--- config.mk ---
export PLATFORM = sky130hd
export DESIGN_NAME = pwm_reg_initiator_flat
export DESIGN_NICKNAME = d
export VERILOG_FILES = /design/src/rtl/pwm_reg_initiator_pkg.sv /design/src/rtl/pwm_reg_initiator_if.sv /design/src/rtl/pwm_reg_initiator.sv /design/src/flat_wrapper.sv
export SDC_FILE = /design/constraint.sdc
export NUM_CORES = 1
export LEC_CHECK = 0
export BUFFER_PORTS_ARGS = -buffer_cell sky130_fd_sc_hd__buf_2
export CAP_MARGIN = 20
export CORE_ASPECT_RATIO = 2
export CORE_UTILIZATION = 49
export DETAILED_ROUTE_END_ITERATION = 8
export HOLD_SLACK_MARGIN = 0.06
export PLACE_DENSITY = 0.89
export SKIP_CTS_REPAIR_TIMING = 1
export SKIP_LAST_GASP = 1
export SLEW_MARGIN = 20
export SYNTH_ARGS = -nofsm -noshare
export SYNTH_HDL_FRONTEND = slang
export SYNTH_SLANG_ARGS = --single-unit
--- constraint.sdc ---
create_clock -name mclk -period 2.6 [get_ports mclk]
set_input_delay 0.26 -clock mclk [delete_from_list [all_inputs] [get_ports mclk]]
set_output_delay 0.26 -clock mclk [all_outputs]
set_load 0.1 [all_outputs]
--- src/rtl/pwm_reg_initiator_pkg.sv ---
`default_nettype none
// ============================================================================
// Module      : pwm_reg_pkg
// Description : Shared types and constants for the PWM register-bus bridge.
// Revision    : 1.0 - initial release
// ============================================================================
package pwm_reg_pkg;

    typedef enum logic [1:0] {
        IDLE   = 2'd0,
        ACCESS = 2'd1,
        RESP   = 2'd2
    } state_t;

    localparam logic [31:0] c_DEF_ERR_DATA = 32'hDEAD_BEEF;
    localparam int          c_DEF_TIMEOUT  = 15;

    // Global register indices, as seen on reg_addr.
    localparam int unsigned GLBL_CTRL      = 0;
    localparam int unsigned GLBL_RSVD      = 1;
    localparam int unsigned GLBL_INTR_MSK  = 2;
    localparam int unsigned GLBL_INTR_STAT = 3;

endpackage
`default_nettype wire

--- src/rtl/pwm_reg_initiator_if.sv ---
`default_nettype none
// ============================================================================
// Module      : pwm_wbd_if / pwm_reg_if
// Description : Wishbone-classic slave bus and PWM register bus bundles.
// Revision    : 1.0 - initial release
// ============================================================================
interface pwm_wbd_if #(
    parameter int AW = 2
) ();
    logic          wbd_cyc_i;
    logic          wbd_stb_i;
    logic          wbd_we_i;
    logic [AW+1:0] wbd_adr_i;
    logic [31:0]   wbd_dat_i;
    logic [3:0]    wbd_sel_i;
    logic [31:0]   wbd_dat_o;
    logic          wbd_ack_o;
    logic          wbd_err_o;

    modport master (
        output wbd_cyc_i, wbd_stb_i, wbd_we_i, wbd_adr_i, wbd_dat_i, wbd_sel_i,
        input  wbd_dat_o, wbd_ack_o, wbd_err_o
    );

    modport slave (
        input  wbd_cyc_i, wbd_stb_i, wbd_we_i, wbd_adr_i, wbd_dat_i, wbd_sel_i,
        output wbd_dat_o, wbd_ack_o, wbd_err_o
    );
endinterface

interface pwm_reg_if #(
    parameter int AW = 2
) ();
    logic          reg_cs;
    logic          reg_wr;
    logic [AW-1:0] reg_addr;
    logic [31:0]   reg_wdata;
    logic [3:0]    reg_be;
    logic [31:0]   reg_rdata;
    logic          reg_ack;

    modport master (
        output reg_cs, reg_wr, reg_addr, reg_wdata, reg_be,
        input  reg_rdata, reg_ack
    );

    modport slave (
        input  reg_cs, reg_wr, reg_addr, reg_wdata, reg_be,
        output reg_rdata, reg_ack
    );
endinterface
`default_nettype wire

--- src/rtl/pwm_reg_initiator.sv ---
`default_nettype none
// ============================================================================
// Module      : pwm_reg_initiator
// Description : Wishbone-classic slave to PWM register-bus initiator with
//               per-access timeout. All outputs are registered.
// Revision    : 1.0 - initial release
// ============================================================================
module pwm_reg_initiator
    import pwm_reg_pkg::*;
#(
    parameter int          AW       = 2,
    parameter int          TO_W     = 4,
    parameter int          TIMEOUT  = c_DEF_TIMEOUT,
    parameter logic [31:0] ERR_DATA = c_DEF_ERR_DATA
) (
    input  logic       mclk,
    input  logic       h_reset_n,
    pwm_wbd_if.slave   wbd,
    pwm_reg_if.master  regb,
    output logic       timeout_flag
);

    localparam logic [TO_W-1:0] c_CNT_LAST = TO_W'(TIMEOUT - 1);

    state_t          r_state, w_state_nx;
    logic [TO_W-1:0] r_cnt, w_cnt_nx;
    logic            r_abort, w_abort_nx, w_abort;
    logic            r_cs, w_cs_nx;
    logic            r_wr, w_wr_nx;
    logic [AW-1:0]   r_addr, w_addr_nx;
    logic [31:0]     r_wdata, w_wdata_nx;
    logic [3:0]      r_be, w_be_nx;
    logic [31:0]     r_dat, w_dat_nx;
    logic            r_ack, w_ack_nx;
    logic            r_err, w_err_nx;
    logic            r_flag, w_flag_nx;
    logic            w_unused_adr;

    // Byte-lane bits of the wishbone address carry no information here.
    assign w_unused_adr = ^wbd.wbd_adr_i[1:0];

    // Abort latches once the master drops cyc mid-access; the reg-bus
    // transfer still runs to completion so no register is half-written.
    assign w_abort = r_abort | ~wbd.wbd_cyc_i;

    always_comb begin
        w_state_nx = r_state;
        w_cnt_nx   = r_cnt;
        w_abort_nx = r_abort;
        w_cs_nx    = r_cs;
        w_wr_nx    = r_wr;
        w_addr_nx  = r_addr;
        w_wdata_nx = r_wdata;
        w_be_nx    = r_be;
        w_dat_nx   = r_dat;
        w_ack_nx   = 1'b0;
        w_err_nx   = 1'b0;
        w_flag_nx  = r_flag;

        case (r_state)
            IDLE: begin
                if (wbd.wbd_cyc_i && wbd.wbd_stb_i) begin
                    w_wr_nx    = wbd.wbd_we_i;
                    w_addr_nx  = wbd.wbd_adr_i[AW+1:2];
                    w_wdata_nx = wbd.wbd_dat_i;
                    w_be_nx    = wbd.wbd_sel_i;
                    w_cs_nx    = 1'b1;
                    w_cnt_nx   = '0;
                    w_abort_nx = 1'b0;
                    w_state_nx = ACCESS;
                end
            end
            ACCESS: begin
                w_cnt_nx   = r_cnt + 1'b1;
                w_abort_nx = w_abort;
                if (regb.reg_ack) begin
                    w_cs_nx    = 1'b0;
                    w_ack_nx   = ~w_abort;
                    w_flag_nx  = 1'b0;
                    w_state_nx = RESP;
                    if (!r_wr) begin
                        w_dat_nx = regb.reg_rdata;
                    end
                end else if (r_cnt == c_CNT_LAST) begin
                    w_cs_nx    = 1'b0;
                    w_err_nx   = ~w_abort;
                    w_flag_nx  = 1'b1;
                    w_state_nx = RESP;
                    if (!r_wr) begin
                        w_dat_nx = ERR_DATA;
                    end
                end
            end
            RESP: begin
                w_state_nx = IDLE;
            end
            default: begin
                w_state_nx = IDLE;
                w_cs_nx    = 1'b0;
            end
        endcase
    end

    always_ff @(posedge mclk or negedge h_reset_n) begin
        if (!h_reset_n) begin
            r_state <= IDLE;
            r_cnt   <= '0;
            r_abort <= 1'b0;
            r_cs    <= 1'b0;
            r_wr    <= 1'b0;
            r_addr  <= '0;
            r_wdata <= '0;
            r_be    <= '0;
            r_dat   <= '0;
            r_ack   <= 1'b0;
            r_err   <= 1'b0;
            r_flag  <= 1'b0;
        end else begin
            r_state <= w_state_nx;
            r_cnt   <= w_cnt_nx;
            r_abort <= w_abort_nx;
            r_cs    <= w_cs_nx;
            r_wr    <= w_wr_nx;
            r_addr  <= w_addr_nx;
            r_wdata <= w_wdata_nx;
            r_be    <= w_be_nx;
            r_dat   <= w_dat_nx;
            r_ack   <= w_ack_nx;
            r_err   <= w_err_nx;
            r_flag  <= w_flag_nx;
        end
    end

    assign regb.reg_cs    = r_cs;
    assign regb.reg_wr    = r_wr;
    assign regb.reg_addr  = r_addr;
    assign regb.reg_wdata = r_wdata;
    assign regb.reg_be    = r_be;
    assign wbd.wbd_dat_o  = r_dat;
    assign wbd.wbd_ack_o  = r_ack;
    assign wbd.wbd_err_o  = r_err;
    assign timeout_flag   = r_flag;

endmodule
`default_nettype wire

--- src/flat_wrapper.sv ---
// flat-port wrapper written by rule: the top's interface ports become plain ports
module pwm_reg_initiator_flat import pwm_reg_pkg::*;
#(
    parameter int          AW       = 2,
    parameter int          TO_W     = 4,
    parameter int          TIMEOUT  = c_DEF_TIMEOUT,
    parameter logic [31:0] ERR_DATA = c_DEF_ERR_DATA
)
  (mclk, h_reset_n, timeout_flag, wbd_wbd_cyc_i, wbd_wbd_stb_i, wbd_wbd_we_i, wbd_wbd_adr_i, wbd_wbd_dat_i, wbd_wbd_sel_i, wbd_wbd_dat_o, wbd_wbd_ack_o, wbd_wbd_err_o, regb_reg_cs, regb_reg_wr, regb_reg_addr, regb_reg_wdata, regb_reg_be, regb_reg_rdata, regb_reg_ack);
  pwm_wbd_if #(.AW(AW)) wbd_i ();
  pwm_reg_if #(.AW(AW)) regb_i ();
  input  logic mclk;
  input  logic h_reset_n;
  output logic timeout_flag;
  input wire logic [$bits(wbd_i.wbd_cyc_i)-1:0] wbd_wbd_cyc_i;
  input wire logic [$bits(wbd_i.wbd_stb_i)-1:0] wbd_wbd_stb_i;
  input wire logic [$bits(wbd_i.wbd_we_i)-1:0] wbd_wbd_we_i;
  input wire logic [$bits(wbd_i.wbd_adr_i)-1:0] wbd_wbd_adr_i;
  input wire logic [$bits(wbd_i.wbd_dat_i)-1:0] wbd_wbd_dat_i;
  input wire logic [$bits(wbd_i.wbd_sel_i)-1:0] wbd_wbd_sel_i;
  output wire logic [$bits(wbd_i.wbd_dat_o)-1:0] wbd_wbd_dat_o;
  output wire logic [$bits(wbd_i.wbd_ack_o)-1:0] wbd_wbd_ack_o;
  output wire logic [$bits(wbd_i.wbd_err_o)-1:0] wbd_wbd_err_o;
  output wire logic [$bits(regb_i.reg_cs)-1:0] regb_reg_cs;
  output wire logic [$bits(regb_i.reg_wr)-1:0] regb_reg_wr;
  output wire logic [$bits(regb_i.reg_addr)-1:0] regb_reg_addr;
  output wire logic [$bits(regb_i.reg_wdata)-1:0] regb_reg_wdata;
  output wire logic [$bits(regb_i.reg_be)-1:0] regb_reg_be;
  input wire logic [$bits(regb_i.reg_rdata)-1:0] regb_reg_rdata;
  input wire logic [$bits(regb_i.reg_ack)-1:0] regb_reg_ack;
  assign wbd_i.wbd_cyc_i = wbd_wbd_cyc_i;
  assign wbd_i.wbd_stb_i = wbd_wbd_stb_i;
  assign wbd_i.wbd_we_i = wbd_wbd_we_i;
  assign wbd_i.wbd_adr_i = wbd_wbd_adr_i;
  assign wbd_i.wbd_dat_i = wbd_wbd_dat_i;
  assign wbd_i.wbd_sel_i = wbd_wbd_sel_i;
  assign wbd_wbd_dat_o = wbd_i.wbd_dat_o;
  assign wbd_wbd_ack_o = wbd_i.wbd_ack_o;
  assign wbd_wbd_err_o = wbd_i.wbd_err_o;
  assign regb_reg_cs = regb_i.reg_cs;
  assign regb_reg_wr = regb_i.reg_wr;
  assign regb_reg_addr = regb_i.reg_addr;
  assign regb_reg_wdata = regb_i.reg_wdata;
  assign regb_reg_be = regb_i.reg_be;
  assign regb_i.reg_rdata = regb_reg_rdata;
  assign regb_i.reg_ack = regb_reg_ack;
  pwm_reg_initiator #(.AW(AW), .TO_W(TO_W), .TIMEOUT(TIMEOUT), .ERR_DATA(ERR_DATA)) u_core (.mclk(mclk), .h_reset_n(h_reset_n), .wbd(wbd_i), .regb(regb_i), .timeout_flag(timeout_flag));
endmodule
Yosys cells after proc, flatten, opt, wreduce, memory -nomap -nowiden
Cells that the tools add are included.
- register bits after elaboration: 82
- input bits: 78
- logic and storage cells: 56
- add/sub/neg operators: 1
- equality and inequality tests: 5
- muxes and demuxes: 23
- bitwise operators: 5
- reductions and logical operators: 10
- operator list (operator ; number):
    2-to-1 mux 32 bit ; 4
    2-to-1 mux 1 bit ; 11
    case mux 4 bit (2 select lines) ; 1
    AND reduction 2 bit ; 4
    2-to-1 mux 2 bit ; 3
    AND reduction 3 bit ; 2
    adder 4 x 1 -> 4 bit (second input constant) ; 1
    equality test 4 bit (second input constant) ; 1
    2-to-1 mux 4 bit ; 1
    NOT 1 bit ; 4
    case mux 2 bit (2 select lines) ; 1
    nonzero test 2 bit ; 2
    inequality test 3 x 2 -> 1 bit (second input constant) ; 1
    case mux 1 bit (3 select lines) ; 1
    equality test 2 x 1 -> 1 bit (second input constant) ; 1
    equality test 2 bit (second input constant) ; 1
    logical NOT 2 bit ; 1
    inequality test 2 x 1 -> 1 bit (second input constant) ; 1
    case mux 1 bit (2 select lines) ; 1
    logical AND 1 bit ; 1
    OR 1 bit ; 1

Longest topological paths before layout
Gate-level depths: netlist of the first run.
- depth after elaboration: 6
- depth in mapped cells: 6
- gate-level depth less buffers: 5

Least setup slack after synthesis of the first run
No wires, ideal clock.
- path type: register to register
- from: register u_core.r_wr (netlist: u_core.regb.reg_wr)
- to: register u_core.r_dat[10] (netlist: u_core.wbd.wbd_dat_o[10])
- arrival: 1.710 ns
- required time: 2.475 ns
- slack: 0.765 ns
- stages on the path, launching flop included: 5
- buffers on the path: 2
- period minus slack after synthesis: 1.835 ns
- path through: dfrtp_1 -> or3_1 -> buf_2 -> buf_6 -> o22a_1
- longest elaborated chain between the ends: 2
- RTL lines (what ; RTL line ; source):
    start, declared ; pwm_reg_initiator.sv:29 ; logic r_wr, w_wr_nx;
    start signal, assigned ; pwm_reg_initiator.sv:123 ; r_wr <= w_wr_nx;
    NOT 1 bit (no source line) ; -- ;
    AND reduction 3 bit (no source line) ; -- ;
    end signal, assigned ; pwm_reg_initiator.sv:127 ; r_dat <= w_dat_nx;
    end, declared ; pwm_reg_initiator.sv:33 ; logic [31:0] r_dat, w_dat_nx;
Every way passes these cells.
A chain may end at the register's enable or synchronous reset.

Worst setup path in the final report of the first run
- from: register u_core.r_state[1]
- to: register u_core.r_dat[27] (netlist: u_core.wbd.wbd_dat_o[27])
- longest elaborated chain between the ends: 2
- RTL lines (what ; RTL line ; source):
    start, declared ; pwm_reg_initiator.sv:25 ; state_t r_state, w_state_nx;
    start signal, assigned ; pwm_reg_initiator.sv:119 ; r_state <= w_state_nx;
    equality test 2 x 1 -> 1 bit ; pwm_reg_initiator.sv:60 ; case (r_state)
    AND reduction 3 bit (no source line) ; -- ;
Every way passes these cells.

==> impl_metrics.py, run 1 <==
metrics = {
    "run_status": {
        "outcome": "finished, final reports clean",
    },
    "floorplan": {
        "vertical_extent_of_the_die_um": 114.3,
        "ioPinCount": 153,
        "floorplan.core_area_mm2": 0.006056,
        "rows": 40,
        "die_w_um": 58.15,
        "die_area_mm2": 0.006645,
        "initial_utilization_pct": 51.01,
    },
    "hold_path": {
        "worst_hold_path_type": "in -> reg",
        "whs_endpoint": "u_core.regb.reg_wdata[31]",
        "worst_hold_path.num_cells": 2,
        "worst_hold_startpoint": "wbd_wbd_dat_i[31]",
    },
    "detailed_routing": {
        "route.detailed.vias_per_inst": 5.036,
        "routedLengthMet1_um": 2291,
        "met2RoutedLength_um": 3716,
        "route.detailed.drc": 0,
        "highest_layer": "met4",
        "wl_um": 6537,
        "wl_per_cell_um": 14.72,
        "detailedRoute.firstPassIterationCount": 6,
        "detail-route-antenna-nets": 0,
        "drt_first_iter_violations": 79,
        "dr_wl_met3_um": 349,
        "dr_total_vias": 2236,
    },
    "placed_design": {
        "placedCellCount": 427,
        "pre_cts_ws_ns": 0.8340,
        "buffer_ports.inserted": 150,
        "gpl.final_weighted_congestion": 0.8036,
        "dp_hpwl_um": 4873,
    },
    "critical_path": {
        "worst-setup-path-type": "reg -> reg",
        "cp_slowest_stage_delay_ns": 0.66,
        "r2r_end": "u_core.wbd.wbd_dat_o[27]",
        "crit_path_max_fanout": 24,
        "r2r.worst_path.cells": 3,
        "crit_slowest_cell": "or3_1",
        "cp-startpoint": "u_core.r_state[1]",
        "worst-r2r-setup-slack_ns": 0.83,
        "worst_ep_arrival_time_ns": 1.98,
        "r2r_start": "u_core.r_state[1]",
        "path_cells": "nand2b_4, or3_1, o22a_1",
        "crit_path_required_time_ns": 2.81,
        "startpoint_type": "flip-flop",
        "critPathCaptureType": "flip-flop",
    },
    "timing": {
        "fin_tns_setup_ns": 0,
        "postLayoutSetupSlackWorst_ns": 0.8293,
        "final_cycle_utilization_of_the_critical_path_pct": 68.10,
        "grt_setup_unrepaired": "false",
        "maxClockFrequency_ghz": 0.5647,
        "worst_pin_slew_ns": 0.7719,
        "maximum_clock_skew_at_final_layout_ns": 0.005147,
        "relSlewSlack_pct": 48.54,
        "final_setup_violating_endpoints": 0,
        "final_hold_viol_count": 0,
        "timing.final.max_slew_violations": 0,
        "final.min_clock_period_ns": 1.771,
    },
    "synthesis": {
        "postSynth.asyncResetShare_pct": 100.0,
        "synth_seq_area_share_pct": 66.42,
        "synth-warning-count": 0,
        "syn_nets": 282,
        "synthesis.instances": 202,
        "ys_dominant_reg_cell": "dfrtp_1",
        "postSynthAreaPerCell_um2": 15.29,
        "synth_top_area_share_pct": 66.42,
        "synth-edff-count": 0,
        "synthDistinctLibCells": 30,
        "post_synth_instance_area_mm2": 0.003089,
        "yosys-top-cells-area": "dfrtp_1 66%, mux2_1 14%, o22a_1 6.8%",
        "post-synth-top-area-cell": "dfrtp_1",
        "yosys_register_bits": 82,
    },
    "clocking": {
        "path_clk_slew_ns": 0.06,
        "tritoncts": "done",
        "total_number_of_clock_tree_sinks": 82,
        "clock_insertion_delay_worst_skew_ns": 0.32,
        "cts_htree_levels": 3,
        "cts.root.buffer_cell": "clkbuf_16",
        "clock_tree.buffer_depth": 2,
        "tritoncts.num_buffers": 9,
    },
    "global_route": {
        "wire_length_of_the_first_global_routing_pass_um": 10310,
        "number_of_antenna_violations_at_the_first_check_in_global_routing": 0,
        "grt_overflow": 0,
        "grt_start_max_net_pins": 52,
        "first_global_vias": 2265,
        "gr_usage_total_pct": 21.07,
    },
    "cells_and_area": {
        "fraction_of_final_layout_cells_with_drive_strength_greater_than_1_pct": 47.50,
        "core_occupancy_in_the_finished_layout_pct": 70.04,
        "finish.net_count": 435,
        "antennaDiodeCount": 0,
        "layout.cells.non_filler": 444,
        "area_growth_syn_to_layout_pct": 37.30,
    },
    "flow_run": {
        "cap_violations": 0,
    },
}
[cells by family (layout without fill, tap and decap cells)]
kind of cell               count (synthesis)  after routing  synth area share, %
buffers and inverters                     14            172                2.511
AOI/OAI and AO/OA                         41             41                10.98
and+or+nand+nor                           22             22                4.456
DFF                                       82             82                66.42
muxes                                     40             40                14.54
xor gates and xnor gates                   1              1               0.2836
adders and majority gates                  2              2               0.8099
[synthesized netlist by cell type (2+ instances only)]
| master | number |
|---|---|
| o21ai_1 | 4 |
| o22a_1 | 24 |
| or3_1 | 2 |
| nor3_1 | 2 |
| nand2_1 | 2 |
| ha_1 | 2 |
| buf_2 | 8 |
| mux2_1 | 39 |
| dfrtp_1 | 82 |
| a22o_1 | 8 |
| buf_6 | 2 |
| nand3_1 | 3 |
| o21a_1 | 2 |
| nor3_2 | 2 |
| nor2_1 | 4 |
| clkbuf_1 | 2 |
[worst max-delay path, delay by kind of cell (launching register included)]
family / cells / cell delay, ns
compound gates: 1 / 0.34
simple gates: 2 / 0.89
flops: 1 / 0.42
[layout by cell type, fill, tap and decap left out]
cell,synthesis,routed
a31oi_1,1,1
nand4bb_2,0,1
nand2_1,2,2
nor4_1,1,1
o21a_1,2,2
o22a_1,24,24
xor2_1,1,1
mux2i_1,1,1
inv_2,1,1
dfrtp_1,82,82
a2bb2oi_1,1,1
mux2_1,39,39
nor3_1,2,2
o21ai_1,4,4
clkbuf_1,2,4
nand2b_1,1,1
nand4_1,1,1
ha_1,2,2
a31o_2,1,1
nand3b_1,1,1
nand2b_4,1,1
clkbuf_16,0,9
dlygate4sd3_1,0,1
or3_1,2,2
nor2b_1,1,1
nor2_1,4,4
inv_1,1,1
nand3_1,3,3
clkbuf_8,0,1
bufinv_16,0,2
nor3_2,2,2
buf_4,0,3
a22o_1,8,8
buf_2,8,149
buf_12,0,1
[layer usage]
layer | GRT usage, % | vias up
li1 | - | 1051
met1 | 21.64 | 1073
met2 | 36.40 | 94
met3 | 6.554 | 18
met4 | 12.54 | 0
met5 | 0 | -
[how the worst max path moves through the flow]
stage / cells after the start / slack, ns / to
floorplan: 4 / 0.77 / u_core.wbd.wbd_dat_o[10]
global placement: 3 / 0.87 / u_core.wbd.wbd_dat_o[25]
detailed placement: 3 / 0.83 / u_core.wbd.wbd_dat_o[27]
CTS: 3 / 0.81 / u_core.wbd.wbd_dat_o[27]
global route: 3 / 0.72 / u_core.wbd.wbd_dat_o[19]
finish: 3 / 0.83 / u_core.wbd.wbd_dat_o[27]
[state kept, by name (all words and copies together), names as in the netlist]
name,flops
u_core.regb.reg_wr,1
u_core.wbd.wbd_err_o,1
u_core.regb.reg_cs,1
u_core.regb.reg_wdata,32
u_core.r_state,2
u_core.regb.reg_be,4
u_core.wbd.wbd_dat_o,32
u_core.timeout_flag,1
u_core.r_cnt,4
u_core.wbd.wbd_ack_o,1
u_core.regb.reg_addr,2
u_core.r_abort,1
[area by class of cell]
type,count,area (µm²)
clock buffers,14,254.0
flip-flops and latches,82,2052
repair buffers,154,798.3
clock inverters,2,60.06
inverters,2,7.507
well taps,84,105.1
multi-input cells,106,964.7
fillers,462,1814
[metrics by stage]
step | hold slack [ns] | area (µm²)
after global routing | 0.1346 | 4242
after detailed placement | 0.3275 | 3918
after global placement | 0.3152 | 3918
after floorplan | -0.03559 | 3089
after CTS | -0.02585 | 4232
final | 0.1475 | 4242
Power of run 1 is left out: the tool's default activity adds up to more than one toggle a clock period on the data nets, which glitch-free logic cannot reach.
==> run 2: changes to the inputs <==
--- a/config.mk
+++ b/config.mk
@@ -8,10 +8,10 @@
 export BUFFER_PORTS_ARGS = -buffer_cell sky130_fd_sc_hd__buf_2
 export CAP_MARGIN = 20
 export CORE_ASPECT_RATIO = 2
-export CORE_UTILIZATION = 49
+export CORE_UTILIZATION = 41
 export DETAILED_ROUTE_END_ITERATION = 8
 export HOLD_SLACK_MARGIN = 0.06
-export PLACE_DENSITY = 0.89
+export PLACE_DENSITY = 0.8
 export SKIP_CTS_REPAIR_TIMING = 1
 export SKIP_LAST_GASP = 1
 export SLEW_MARGIN = 20
==> constraint.sdc (replaced) <==
create_clock -name mclk -period 1.6 [get_ports mclk]
set_input_delay 0.16 -clock mclk [delete_from_list [all_inputs] [get_ports mclk]]
set_output_delay 0.16 -clock mclk [all_outputs]
set_load 0.1 [all_outputs]
==> impl_metrics.py, run 2 (synthesized netlist as in run 1, its figures left out) <==
metrics = {
    "run_status": {
        "outcome": "finished, final reports clean",
    },
    "global_route": {
        "first_global_vias": 2438,
        "grt_overflow": 0,
        "wire_length_of_the_first_global_routing_pass_um": 11540,
        "number_of_antenna_violations_at_the_first_check_in_global_routing": 0,
        "grt_start_max_net_pins": 59,
        "gr_usage_total_pct": 19.09,
    },
    "cells_and_area": {
        "mostFrequentLayoutCells": "149 x buf_2, 81 x dfrtp_1, 39 x mux2_1, 36 x dlygate4sd3_1, 24 x o22a_1",
        "core_occupancy_in_the_finished_layout_pct": 64.34,
        "area_growth_syn_to_layout_pct": 51.36,
        "leading_cell_type_in_the_layout_fill_and_taps_excluded": "buf_2",
        "antennaDiodeCount": 0,
        "finish.net_count": 474,
        "fraction_of_final_layout_cells_with_drive_strength_greater_than_1_pct": 45.11,
    },
    "detailed_routing": {
        "dr_total_vias": 2455,
        "wl_per_cell_um": 15.54,
        "detail-route-antenna-nets": 0,
        "drt_first_iter_violations": 62,
        "route.detailed.vias_per_inst": 5.000,
        "wl_um": 7632,
        "detailedRoute.firstPassIterationCount": 4,
        "route.detailed.drc": 0,
    },
    "timing": {
        "timing.final.max_slew_violations": 0,
        "relSlewSlack_pct": 63.42,
        "final_cycle_utilization_of_the_critical_path_pct": 94.95,
        "maximum_clock_skew_at_final_layout_ns": 0.009576,
        "final_setup_violating_endpoints": 0,
        "grt_setup_unrepaired": "true",
        "final_hold_viol_count": 0,
        "final.min_clock_period_ns": 1.519,
        "maxClockFrequency_ghz": 0.6583,
        "postLayoutSetupSlackWorst_ns": 0.08084,
        "worst_pin_slew_ns": 0.5457,
    },
    "floorplan": {
        "die_area_mm2": 0.007907,
        "ioPinCount": 153,
        "vertical_extent_of_the_die_um": 124.8,
        "initial_utilization_pct": 42.51,
        "floorplan.core_area_mm2": 0.007267,
        "rows": 44,
        "die_w_um": 63.38,
    },
    "critical_path": {
        "startpoint_type": "flip-flop",
        "crit_path_max_fanout": 24,
        "crit_path_required_time_ns": 1.80,
        "worst-setup-path-type": "reg -> reg",
        "worst_ep_arrival_time_ns": 1.72,
        "critPathCaptureType": "flip-flop",
    },
    "placed_design": {
        "pre_cts_ws_ns": 0.03418,
        "dp_hpwl_um": 5216,
        "gpl.final_weighted_congestion": 0.7976,
        "buffer_ports.inserted": 150,
    },
    "clocking": {
        "total_number_of_clock_tree_sinks": 82,
        "path_clk_slew_ns": 0.06,
        "cts_htree_levels": 3,
        "tritoncts.num_buffers": 9,
        "cts.root.buffer_cell": "clkbuf_16",
        "tritoncts": "done",
        "clock_insertion_delay_worst_skew_ns": 0.33,
        "clock_tree.buffer_depth": 2,
    },
    "hold_path": {
        "worst_hold_path_type": "in -> reg",
    },
    "flow_run": {
        "cap_violations": 0,
    },
}
-- run 2: cell count changes in the layout (fill, tap and decap cells not counted), moves of 2 or more --
| cell | before | now |
|---|---|---|
| buf_12 | 1 | 4 |
| clkbuf_8 | 1 | 3 |
| dlygate4sd3_1 | 1 | 36 |
| clkbuf_1 | 4 | 1 |
-- run 2: per-stage QoR --
stage	instance area [µm²]	cells	TNS, ns	hold slack [ns]
finish	4676	491	0	0.05184
global route	4676	491	-0.007256	0.06085
CTS	4310	455	0	-0.2675
detailed placement	3996	439	0	0.08876
global placement	3996	439	0	0.07992
floorplan	3090	202	0	-0.1356
-- run 2: critical path, stage by stage, from the launching register on --
cell	delay (ns)
dfrtp_1	0.41
ha_1	0.22
a31oi_1	0.31
nor3_2	0.09
buf_12	0.17
o22a_1	0.19
-- run 2: cell type report --
class / instances / area (µm²)
multi-input cells: 106 / 969.7
well taps: 92 / 115.1
clock inverters: 3 / 43.79
repair buffers: 193 / 1216
inverters: 2 / 7.507
clock buffers: 13 / 270.3
fillers: 558 / 2591
flip-flops and latches: 82 / 2053
-- run 2: worst paths after layout --
path	to	cells past startpoint	slack, ns	from
max	u_core.wbd.wbd_dat_o[1]	5	0.08	u_core.r_cnt[1]
min	u_core.regb.reg_wdata[0]	2	0.05	wbd_wbd_dat_i[0]
max reg2reg	u_core.wbd.wbd_dat_o[1]	5	0.08	u_core.r_cnt[1]
min reg2reg	u_core.wbd.wbd_dat_o[2]	1	0.48	u_core.wbd.wbd_dat_o[2]
max in group asynchronous	u_core.wbd.wbd_dat_o[27]	3	0.71	h_reset_n
min in group asynchronous	u_core.regb.reg_be[1]	2	0.29	h_reset_n
-- run 2: routing by layer --
layer  routed length [µm]  GRT usage, %  part of all wire [%]
met4                  298         10.56                   3.9
met2                 4318         33.42                    57
met3                  244         3.388                   3.2
met5                    0             0                     0
met1                 2770         21.18                    36
Power of run 2 is left out for the same reason.
